File: src/rtl/music_sequencer.sv
// Background-music sequencer: steps a per-song note table at a fixed beat rate and emits a
// volume-scaled square wave. Define BGM_HARMONY_EN for a right-channel tone one octave lower.
module music_sequencer #(
    parameter int CLK_FREQ = 100_000_000,
    parameter int BEAT_HZ  = 8,
    parameter int SONG_LEN = 64
) (
    input  logic               clk,
    input  logic               rst,
    input  logic [3:0]         state,
    input  logic               vol_up,
    input  logic               vol_down,
    input  logic               mute,
    output logic signed [15:0] audio_in_left,
    output logic signed [15:0] audio_in_right,
    output logic [2:0]         volume,
    output logic [5:0]         note_idx
);

    localparam int BEAT_DIV = CLK_FREQ / BEAT_HZ;
    localparam int BEAT_W   = (BEAT_DIV > 1) ? $clog2(BEAT_DIV) : 1;
    localparam logic [BEAT_W-1:0] BEAT_LAST = BEAT_W'(BEAT_DIV - 1);
    localparam logic [5:0]        IDX_LAST  = 6'(SONG_LEN - 1);

    localparam logic [19:0] HP_C4 = 20'(CLK_FREQ / (2 * 262));
    localparam logic [19:0] HP_D4 = 20'(CLK_FREQ / (2 * 294));
    localparam logic [19:0] HP_E4 = 20'(CLK_FREQ / (2 * 330));
    localparam logic [19:0] HP_F4 = 20'(CLK_FREQ / (2 * 349));
    localparam logic [19:0] HP_G4 = 20'(CLK_FREQ / (2 * 392));
    localparam logic [19:0] HP_A4 = 20'(CLK_FREQ / (2 * 440));
    localparam logic [19:0] HP_B4 = 20'(CLK_FREQ / (2 * 494));
    localparam logic [19:0] HP_C5 = 20'(CLK_FREQ / (2 * 523));
    localparam logic [19:0] HP_D5 = 20'(CLK_FREQ / (2 * 587));
    localparam logic [19:0] HP_E5 = 20'(CLK_FREQ / (2 * 659));
    localparam logic [19:0] HP_G5 = 20'(CLK_FREQ / (2 * 784));

    // Song tables read left to right: the leftmost hex digit is note 0.
    localparam logic [255:0] SONG0 =
        256'h6688_6655_4433_2211_6688_6655_4433_2200_5577_AA99_8877_6655_6688_6655_3322_1100;
    localparam logic [255:0] SONG1 =
        256'h1133_5588_8855_3311_2244_6699_9966_4422_1133_5588_BBAA_9988_7766_5544_3322_1100;
    localparam logic [255:0] SONG2 =
        256'hCA0B_0A09_0807_0605_0403_0201_0102_0304_0506_0708_090A_0B00_5500_5500_6600_7700;

    logic [3:0]         state_q;
    logic [BEAT_W-1:0]  beatCnt_q, beatCnt_d;
    logic [5:0]         noteIdx_q, noteIdx_d;
    logic [19:0]        toneCnt_q, toneCnt_d;
    logic               phase_q, phase_d;
    logic [2:0]         volume_q, volume_d;
    logic signed [15:0] left_q, left_d;

    logic               stateChg, beatTick, noteChg, isRest, silent;
    logic [7:0]         romBase;
    logic [3:0]         noteCode;
    logic [19:0]        halfPer;
    logic signed [15:0] amp;

    assign romBase = {~noteIdx_q, 2'b00};

    always_comb begin
        noteCode = 4'd0;
        case (state_q[1:0])
            2'd0:    noteCode = SONG0[romBase +: 4];
            2'd1:    noteCode = SONG1[romBase +: 4];
            2'd2:    noteCode = SONG2[romBase +: 4];
            default: noteCode = 4'd0;
        endcase
    end

    always_comb begin
        halfPer = 20'd1;
        case (noteCode)
            4'd1:    halfPer = HP_C4;
            4'd2:    halfPer = HP_D4;
            4'd3:    halfPer = HP_E4;
            4'd4:    halfPer = HP_F4;
            4'd5:    halfPer = HP_G4;
            4'd6:    halfPer = HP_A4;
            4'd7:    halfPer = HP_B4;
            4'd8:    halfPer = HP_C5;
            4'd9:    halfPer = HP_D5;
            4'd10:   halfPer = HP_E5;
            4'd11:   halfPer = HP_G5;
            default: halfPer = 20'd1;
        endcase
    end

    assign isRest = (noteCode == 4'd0) || (noteCode >= 4'd12);

    // A state change outranks a simultaneous beat tick.
    always_comb begin
        stateChg  = (state != state_q);
        beatTick  = (beatCnt_q == BEAT_LAST);
        beatCnt_d = beatCnt_q + BEAT_W'(1);
        noteIdx_d = noteIdx_q;
        if (stateChg) begin
            beatCnt_d = '0;
            noteIdx_d = '0;
        end else if (beatTick) begin
            beatCnt_d = '0;
            noteIdx_d = (noteIdx_q == IDX_LAST) ? 6'd0 : noteIdx_q + 6'd1;
        end
        noteChg = stateChg | beatTick;
    end

    always_comb begin
        toneCnt_d = toneCnt_q + 20'd1;
        phase_d   = phase_q;
        if (noteChg || isRest) begin
            toneCnt_d = '0;
            phase_d   = 1'b0;
        end else if (toneCnt_q == halfPer - 20'd1) begin
            toneCnt_d = '0;
            phase_d   = ~phase_q;
        end
    end

    always_comb begin
        volume_d = volume_q;
        if (vol_up && !vol_down && volume_q != 3'd7) begin
            volume_d = volume_q + 3'd1;
        end else if (vol_down && !vol_up && volume_q != 3'd0) begin
            volume_d = volume_q - 3'd1;
        end
    end

    assign amp    = {2'b00, volume_q, 11'd0};
    assign silent = isRest || mute || (volume_q == 3'd0);

    always_comb begin
        left_d = '0;
        if (!silent) begin
            left_d = phase_q ? amp : -amp;
        end
    end

    always_ff @(posedge clk) begin
        if (rst) begin
            state_q   <= state;
            beatCnt_q <= '0;
            noteIdx_q <= '0;
            toneCnt_q <= '0;
            phase_q   <= 1'b0;
            volume_q  <= 3'd4;
            left_q    <= '0;
        end else begin
            state_q   <= state;
            beatCnt_q <= beatCnt_d;
            noteIdx_q <= noteIdx_d;
            toneCnt_q <= toneCnt_d;
            phase_q   <= phase_d;
            volume_q  <= volume_d;
            left_q    <= left_d;
        end
    end

`ifdef BGM_HARMONY_EN
    logic [19:0]        toneCnt2_q, toneCnt2_d;
    logic               phase2_q, phase2_d;
    logic signed [15:0] right_q, right_d;
    logic [19:0]        halfPer2;

    // Doubling the half period drops the right channel by one octave.
    assign halfPer2 = {halfPer[18:0], 1'b0};

    always_comb begin
        toneCnt2_d = toneCnt2_q + 20'd1;
        phase2_d   = phase2_q;
        if (noteChg || isRest) begin
            toneCnt2_d = '0;
            phase2_d   = 1'b0;
        end else if (toneCnt2_q == halfPer2 - 20'd1) begin
            toneCnt2_d = '0;
            phase2_d   = ~phase2_q;
        end
    end

    always_comb begin
        right_d = '0;
        if (!silent) begin
            right_d = phase2_q ? amp : -amp;
        end
    end

    always_ff @(posedge clk) begin
        if (rst) begin
            toneCnt2_q <= '0;
            phase2_q   <= 1'b0;
            right_q    <= '0;
        end else begin
            toneCnt2_q <= toneCnt2_d;
            phase2_q   <= phase2_d;
            right_q    <= right_d;
        end
    end

    assign audio_in_right = right_q;
`else
    assign audio_in_right = left_q;
`endif

    assign audio_in_left = left_q;
    assign volume        = volume_q;
    assign note_idx      = noteIdx_q;

endmodule

File: config.mk
export PLATFORM = sky130hd
export DESIGN_NAME = music_sequencer
export DESIGN_NICKNAME = d
export VERILOG_FILES = /design/src/rtl/music_sequencer.sv
export SDC_FILE = /design/constraint.sdc
export NUM_CORES = 1
export LEC_CHECK = 0
export CORE_MARGIN = 5
export CORE_UTILIZATION = 43
export DETAILED_ROUTE_END_ITERATION = 6
export GPL_ROUTABILITY_DRIVEN = 0
export GPL_TIMING_DRIVEN = 0
export PLACE_DENSITY_LB_ADDON = 0.08
export SLEW_MARGIN = 20
export SYNTH_ARGS = -nofsm -noshare
export SYNTH_HDL_FRONTEND = slang
export SYNTH_SLANG_ARGS = --single-unit
File: constraint.sdc
create_clock -name clk -period 6.2 [get_ports clk]
set_input_delay 0.93 -clock clk [delete_from_list [all_inputs] [get_ports clk]]
set_output_delay 0.93 -clock clk [all_outputs]
set_load 0.05 [all_outputs]
After elaboration in Yosys (flattened, before gate mapping). Memory sizes are Yosys's and may differ from the RTL's. Index checks and enable logic that the tools add are counted.

$add $sub $neg: 7. Magnitude comparators: 1. Equal/unequal tests: 7. Shifts and indexed selects: 3. Muxes and demuxes: 5. Bitwise logic cells: 3. Reduce and logical (&&, ||, !) cells: 21.

Operators by type and width (number): indexed part select 256 x 9 -> 4 bit, first input constant (3); adder 24 x 1 -> 24 bit, second input constant (1); equality test 24 bit, second input constant (1); adder 20 x 1 -> 20 bit, second input constant (1); equality test 20 bit (1); subtractor 20 x 1 -> 20 bit, second input constant (1); negation 14 -> 16 bit (1); 2-to-1 mux 14 bit (1); case mux 4 bit (3 select lines) (1); OR reduction 3 bit (3); adder 6 x 1 -> 6 bit, second input constant (1); equality test 6 bit, second input constant (1); 2-to-1 mux 3 bit (2); 2-to-1 mux 6 bit (1); NOT 6 bit (1); OR reduction 2 bit (3); greater-or-equal comparator 4 bit, second input constant (1); logical AND 1 bit (4); zero test 4 bit (1); logical OR 1 bit (4); != test 4 bit (1); adder 3 x 1 -> 3 bit, second input constant (1); zero test 3 bit (1); != test 3 bit, second input constant (1); other kinds (9) (10).

Flip-flop bits (word level): 74. Bits in read-only memories: 288. Memories kept: 1.

Memory list: (no name shown) (depth 16, bits a word 18, read ports 1, clocked after Yosys merged registers in 0, write ports 0, RTL line 73) `case (noteCode)`.

Logic depth before layout (Yosys ltp).
Depth after elaboration: 8. Gate-level depth with buffers: 23. Mapped depth without buffers: 20.

Worst setup path before layout. No wires, ideal clock.

Kind: register -> register. Start point: register noteIdx_q[2] (netlist: note_idx[2]). End point: register toneCnt_q[11]. Library setup time: 0.141 ns. Data arrival time: 5.047 ns. Required time: 6.059 ns. Slack: 1.012 ns. Stages on the path, launching flop included: 20. Cells stage by stage: dfxtp_1 -> buf_2 -> buf_2 -> nand2_1 -> or2_1 -> a41o_1 -> o21ai_1 -> inv_1 -> clkbuf_1 -> ha_1 -> buf_2 -> and2_1 -> a22oi_2 -> o311a_2 -> nand4_1 -> or4_1 -> a211o_1 -> nor4_4 -> buf_6 -> nor3_2.

Word-level cells in the longest chain between the ends: 7. Elaborated cells between the ends (all ways): 13.

Ends and longest elaborated chain: start: declaration (RTL line 47) `logic [5:0] noteIdx_q, noteIdx_d;`; start signal: assignment (RTL line 150) `noteIdx_q <= noteIdx_d;`; NOT 6 bit (*) (RTL line 59) `assign romBase = {~noteIdx_q, 2'b00};`; indexed part select 256 x 9 -> 4 bit (on tied branches) (RTL line 66, 64, 65); case mux 4 bit (3 select lines) (*) (RTL line 63) `case (state_q[1:0])`; memory read (16 x 18 bit) (tied with other cells); subtractor 20 x 1 -> 20 bit / logical OR 1 bit (equally long branches) (RTL line 113, 89); equality test 20 bit / logical OR 1 bit (equally long branches) (RTL line 113, 110); OR reduction 3 bit (no line) (*); end signal: assignment (RTL line 151) `toneCnt_q <= toneCnt_d;`; end: declaration (RTL line 48) `logic [19:0] toneCnt_q, toneCnt_d;`.

Every way passes the cells marked *; elsewhere a longest branch is shown, timed or not. A chain may end at the register's enable or synchronous reset.

Final worst setup path.
Start point: register state_q[0]. End point: register toneCnt_q[16].

Word-level cells in the longest chain between the ends: 6. Elaborated cells between the ends (all ways): 14.

Ends and longest elaborated chain: start: declaration (RTL line 45) `logic [3:0] state_q;`; start signal: assignment (RTL line 140) `state_q <= state;`; start signal: assignment (RTL line 148) `state_q <= state;`; equality test 2 bit (tied with other cells) (RTL line 63); case mux 4 bit (3 select lines) (RTL line 63); memory read (16 x 18 bit) (tied with other cells); subtractor 20 x 1 -> 20 bit / logical OR 1 bit (equally long branches) (RTL line 113, 89); equality test 20 bit / logical OR 1 bit (equally long branches) (RTL line 113, 110); OR reduction 3 bit (no line) (*).

Marked as above.

==> impl_metrics.prom <==
# TYPE chip_impl_metric gauge
chip_impl_metric{name="grt_pass1_wl",unit="um"} 24300
chip_impl_metric{name="floorplan.initialDensity",unit="%"} 44.4
chip_impl_metric{name="finalWirelength",unit="um"} 14600
chip_impl_metric{name="clkTransAtPathRegs",unit="ns"} 0.05
chip_impl_metric{name="part_of_the_yosys_area_used_for_sequential_elements",unit="%"} 23.5
chip_impl_metric{name="timing.final.max_slew_violations",unit=""} 0
chip_impl_metric{name="final_worst_path_period_share",unit="%"} 93.8
chip_impl_metric{name="r2r_cells",unit=""} 17
chip_impl_metric{name="drt-vias-per-instance",unit=""} 5.63
chip_impl_metric{name="synth_async_sr_flop_share",unit="%"} 0
chip_impl_metric{name="min_period",unit="ns"} 5.81
chip_impl_metric{name="boundaryPins",unit=""} 50
chip_impl_metric{name="post-dp-hpwl",unit="um"} 10900
chip_impl_info{name="min_path_type",value="reg2reg"} 1
chip_impl_metric{name="htree_levels",unit=""} 3
chip_impl_metric{name="setup_slack",unit="ns"} 0.387
chip_impl_metric{name="global_route.overflow_total",unit=""} 0
chip_impl_metric{name="nFillCells",unit=""} 1183
chip_impl_metric{name="area_growth",unit="%"} 17.1
chip_impl_metric{name="post_synthesis_instance_total",unit=""} 679
chip_impl_metric{name="synthDistinctLibCells",unit=""} 92
chip_impl_info{name="kind_of_end_point_of_the_critical_path",value="flop"} 1
chip_impl_metric{name="arrival",unit="ns"} 6.00
chip_impl_info{name="worst_hold_path.endpoint",value="beatCnt_q[0]$_SDFF_PP0_"} 1
chip_impl_metric{name="irDropWorstVdd",unit="mV"} 0.181
chip_impl_metric{name="tritoncts.num_buffers",unit=""} 9
chip_impl_metric{name="number_of_clock_sinks",unit=""} 63
chip_impl_metric{name="max_freq",unit="MHz"} 172
chip_impl_info{name="outcome",value="completed"} 1
chip_impl_metric{name="drtIter0Drc",unit=""} 370
chip_impl_metric{name="least_margin_pin_slew",unit="ns"} 0.871
chip_impl_metric{name="finalHoldViolCount",unit=""} 0
chip_impl_metric{name="ys_seq_elements",unit=""} 63
chip_impl_metric{name="drt_drc_violations_left",unit=""} 0
chip_impl_metric{name="post_synth_edffs",unit=""} 0
chip_impl_info{name="start_kind",value="flop"} 1
chip_impl_metric{name="firstDrtPassIters",unit=""} 5
chip_impl_metric{name="initial_antenna_violation_count",unit=""} 0
chip_impl_metric{name="wire_per_inst",unit="um"} 16.0
chip_impl_metric{name="post_synth_instance_area",unit="mm2"} 0.00538
chip_impl_info{name="synth_ff_type",value="dfxtp_1"} 1
chip_impl_metric{name="setup_tns",unit="ns"} 0
chip_impl_metric{name="grt_max_degree",unit=""} 13
chip_impl_metric{name="nets",unit=""} 769
chip_impl_metric{name="rrSetupSlack",unit="ns"} 0.39
chip_impl_metric{name="max_slew_margin",unit="%"} 41.7
chip_impl_info{name="timing.setup.critical_path_class",value="reg2reg"} 1
chip_impl_metric{name="grtUsageTotal",unit="%"} 20.0
chip_impl_metric{name="dieHeight",unit="um"} 122
chip_impl_metric{name="max_cap_violations",unit=""} 0
chip_impl_metric{name="core_ar",unit="mm2"} 0.0121
chip_impl_metric{name="port_buffers",unit=""} 27
chip_impl_metric{name="grt_pass1_vias",unit=""} 4992
chip_impl_metric{name="layout-drive-gt1-share",unit="%"} 15.0
chip_impl_metric{name="num_vias",unit=""} 5138
chip_impl_metric{name="diodes",unit=""} 0
chip_impl_metric{name="finalClockSkew",unit="ns"} 0.00659
chip_impl_metric{name="finalSetupViolCount",unit=""} 0
chip_impl_metric{name="clk-insertion-delay-late",unit="ns"} 0.33
chip_impl_metric{name="postSynthAreaPerCell",unit="um2"} 7.92
chip_impl_metric{name="cts.path.max_buffers",unit=""} 2
chip_impl_metric{name="antenna_violating_nets_post_route",unit=""} 0
chip_impl_metric{name="whs_path_depth",unit=""} 1
chip_impl_info{name="ctsRootBufferMaster",value="clkbuf_16"} 1
chip_impl_metric{name="pwr_density_cell",unit="mW/mm2"} 205
chip_impl_info{name="holdCritStartpoint",value="beatCnt_q[0]$_SDFF_PP0_"} 1
chip_impl_metric{name="rows",unit=""} 40
chip_impl_metric{name="pre_cts_slack",unit="ns"} 0.191
chip_impl_info{name="worst_r2r_startpoint",value="state_q[0]$_DFF_P_"} 1
chip_impl_metric{name="crit_required",unit="ns"} 6.38
chip_impl_info{name="tritoncts_clock_tree",value="built"} 1
chip_impl_metric{name="die_area",unit="mm2"} 0.0148
chip_impl_metric{name="die_width",unit="um"} 122
chip_impl_info{name="grt_setup_unrepaired",value="false"} 1
chip_impl_metric{name="synthesis.yosys.warnings",unit=""} 0
chip_impl_metric{name="worst-path-max-fanout",unit=""} 10
chip_impl_metric{name="power.static_leakage",unit="nW"} 2.27
chip_impl_info{name="regToRegEndpoint",value="toneCnt_q[16]$_SDFF_PP0_"} 1
==> repair_timing <==
item,in CTS,in global routing
resized for setup,0,3
setup endpoints to repair,0,21
buffers inserted,0,2
hold buffers,0,0
==> cells by family after synthesis <==
group / after synthesis / synth area share (%)
muxes: 11 / 2.12
adders and majority gates: 20 / 4.80
other: 1 / 0.0698
DFF: 63 / 23.5
buffers and inverters: 96 / 9.73
xor gates and xnor gates: 57 / 9.29
AOI/OAI and AO/OA: 150 / 21.1
and+or+nand+nor: 281 / 29.4
==> stage by stage <==
step                utilization [%]  area, um2  total power [mW]  hold WS [ns]  instances
finish                         52.0       6290              1.29         0.470        913
global route                   52.0       6290              1.35         0.509        913
CTS                            51.8       6280              1.30         0.472        911
detailed placement             49.0       5930             0.723         0.449        895
global placement               49.0       5930             0.719         0.444        895
floorplan                         -       5450             0.656         0.430        700
==> sequential cells by signal, indices dropped and copies added (netlist names) <==
| register | flops |
|---|---|
| volume | 3 |
| beatCnt_q | 24 |
| note_idx | 6 |
| toneCnt_q | 20 |
| audio_in_left | 5 |
| phase_q | 1 |
| state_q | 4 |
==> worst max-delay path, stage by stage, from the launching register on <==
cell       delay (ns)
dfxtp_1          0.38
inv_1            0.12
ha_1             0.47
nor2b_1          0.44
o31ai_1          0.13
a2111oi_0        0.49
o211ai_1         0.46
ha_1             0.54
nor4_1           0.30
a311oi_1         0.12
a22oi_2          0.26
o311a_2          0.29
nand4_1          0.18
or4_1            0.60
a211o_1          0.32
nor4_4           0.27
buf_6            0.22
nor3_2           0.06
==> layout make-up <==
type                       instances  area (um2)  area share, %
buffer                            68         419           6.66
multi-input combinational        541        3670           58.3
timing repair buffer              29         285           4.53
clock buffer                      14         284           4.51
sequential                        63        1260           20.0
inverter                          28         105           1.67
clock inverter                     2        60.1          0.954
tap                              168         210           3.34
==> cell usage in the layout (no fill, tap or decap), types with 18 or more instances in the layout <==
cell type,n
nor2_1,74
dfxtp_1,63
nand2_1,39
nand3_1,34
xor2_1,31
buf_4,30
a21oi_1,27
clkdlybuf4s50_1,27
inv_1,26
xnor2_1,26
conb_1,22
o21ai_0,20
nor3_2,19
ha_1,19
clkbuf_1,18
==> per-layer routing <==
layer	GRT usage (%)	wire (um)	up-vias
li1	-	-	2519
met1	25.9	6560	2400
met2	32.8	6810	180
met3	2.65	810	39
met4	9.94	434	0
met5	0	0	-
==> power by group <==
group / total [mW] / internal (mW) / switching, mW / leakage, nW
clock: 0.568 / 0.396 / 0.172 / 0.169
combinational: 0.301 / 0.111 / 0.189 / 1.59
sequential: 0.422 / 0.413 / 0.00815 / 0.510
total: 1.29 / 0.921 / 0.370 / 2.27
==> synth_stat cells, types with 6 or more instances <==
cell type / n / area (um2)
nor2_1: 74 / 278
dfxtp_1: 63 / 1260
nand2_1: 39 / 146
nand3_1: 34 / 170
xor2_1: 31 / 272
buf_4: 28 / 210
a21oi_1: 27 / 135
inv_1: 27 / 101
xnor2_1: 26 / 228
o21ai_0: 20 / 100
ha_1: 19 / 238
nor3_2: 19 / 190
clkbuf_1: 18 / 67.6
buf_2: 16 / 80.1
nand2b_1: 16 / 100
nor2b_1: 13 / 81.3
nor3_1: 13 / 65.1
a31oi_1: 11 / 68.8
nand4_1: 9 / 56.3
a211oi_1: 8 / 60.1
and3_1: 8 / 50.1
mux2i_1: 8 / 80.1
and2_1: 6 / 37.5
nor4_1: 6 / 37.5
o211ai_1: 6 / 45.0
or3_1: 6 / 37.5
==> worst max-delay path by stage <==
stage | from | to | depth (start not counted)
2_1_floorplan | note_idx[2]$_SDFFE_PP0P_ | toneCnt_q[11]$_SDFF_PP0_ | 19
3_3_place_gp | state_q[0]$_DFF_P_ | toneCnt_q[12]$_SDFF_PP0_ | 20
3_5_place_dp | state_q[0]$_DFF_P_ | toneCnt_q[11]$_SDFF_PP0_ | 20
4_1_cts | state_q[0]$_DFF_P_ | toneCnt_q[11]$_SDFF_PP0_ | 20
5_1_grt | state_q[0]$_DFF_P_ | toneCnt_q[11]$_SDFF_PP0_ | 19
6_report | state_q[0]$_DFF_P_ | toneCnt_q[16]$_SDFF_PP0_ | 17
Note: power is estimated with default switching activity, not from simulation.
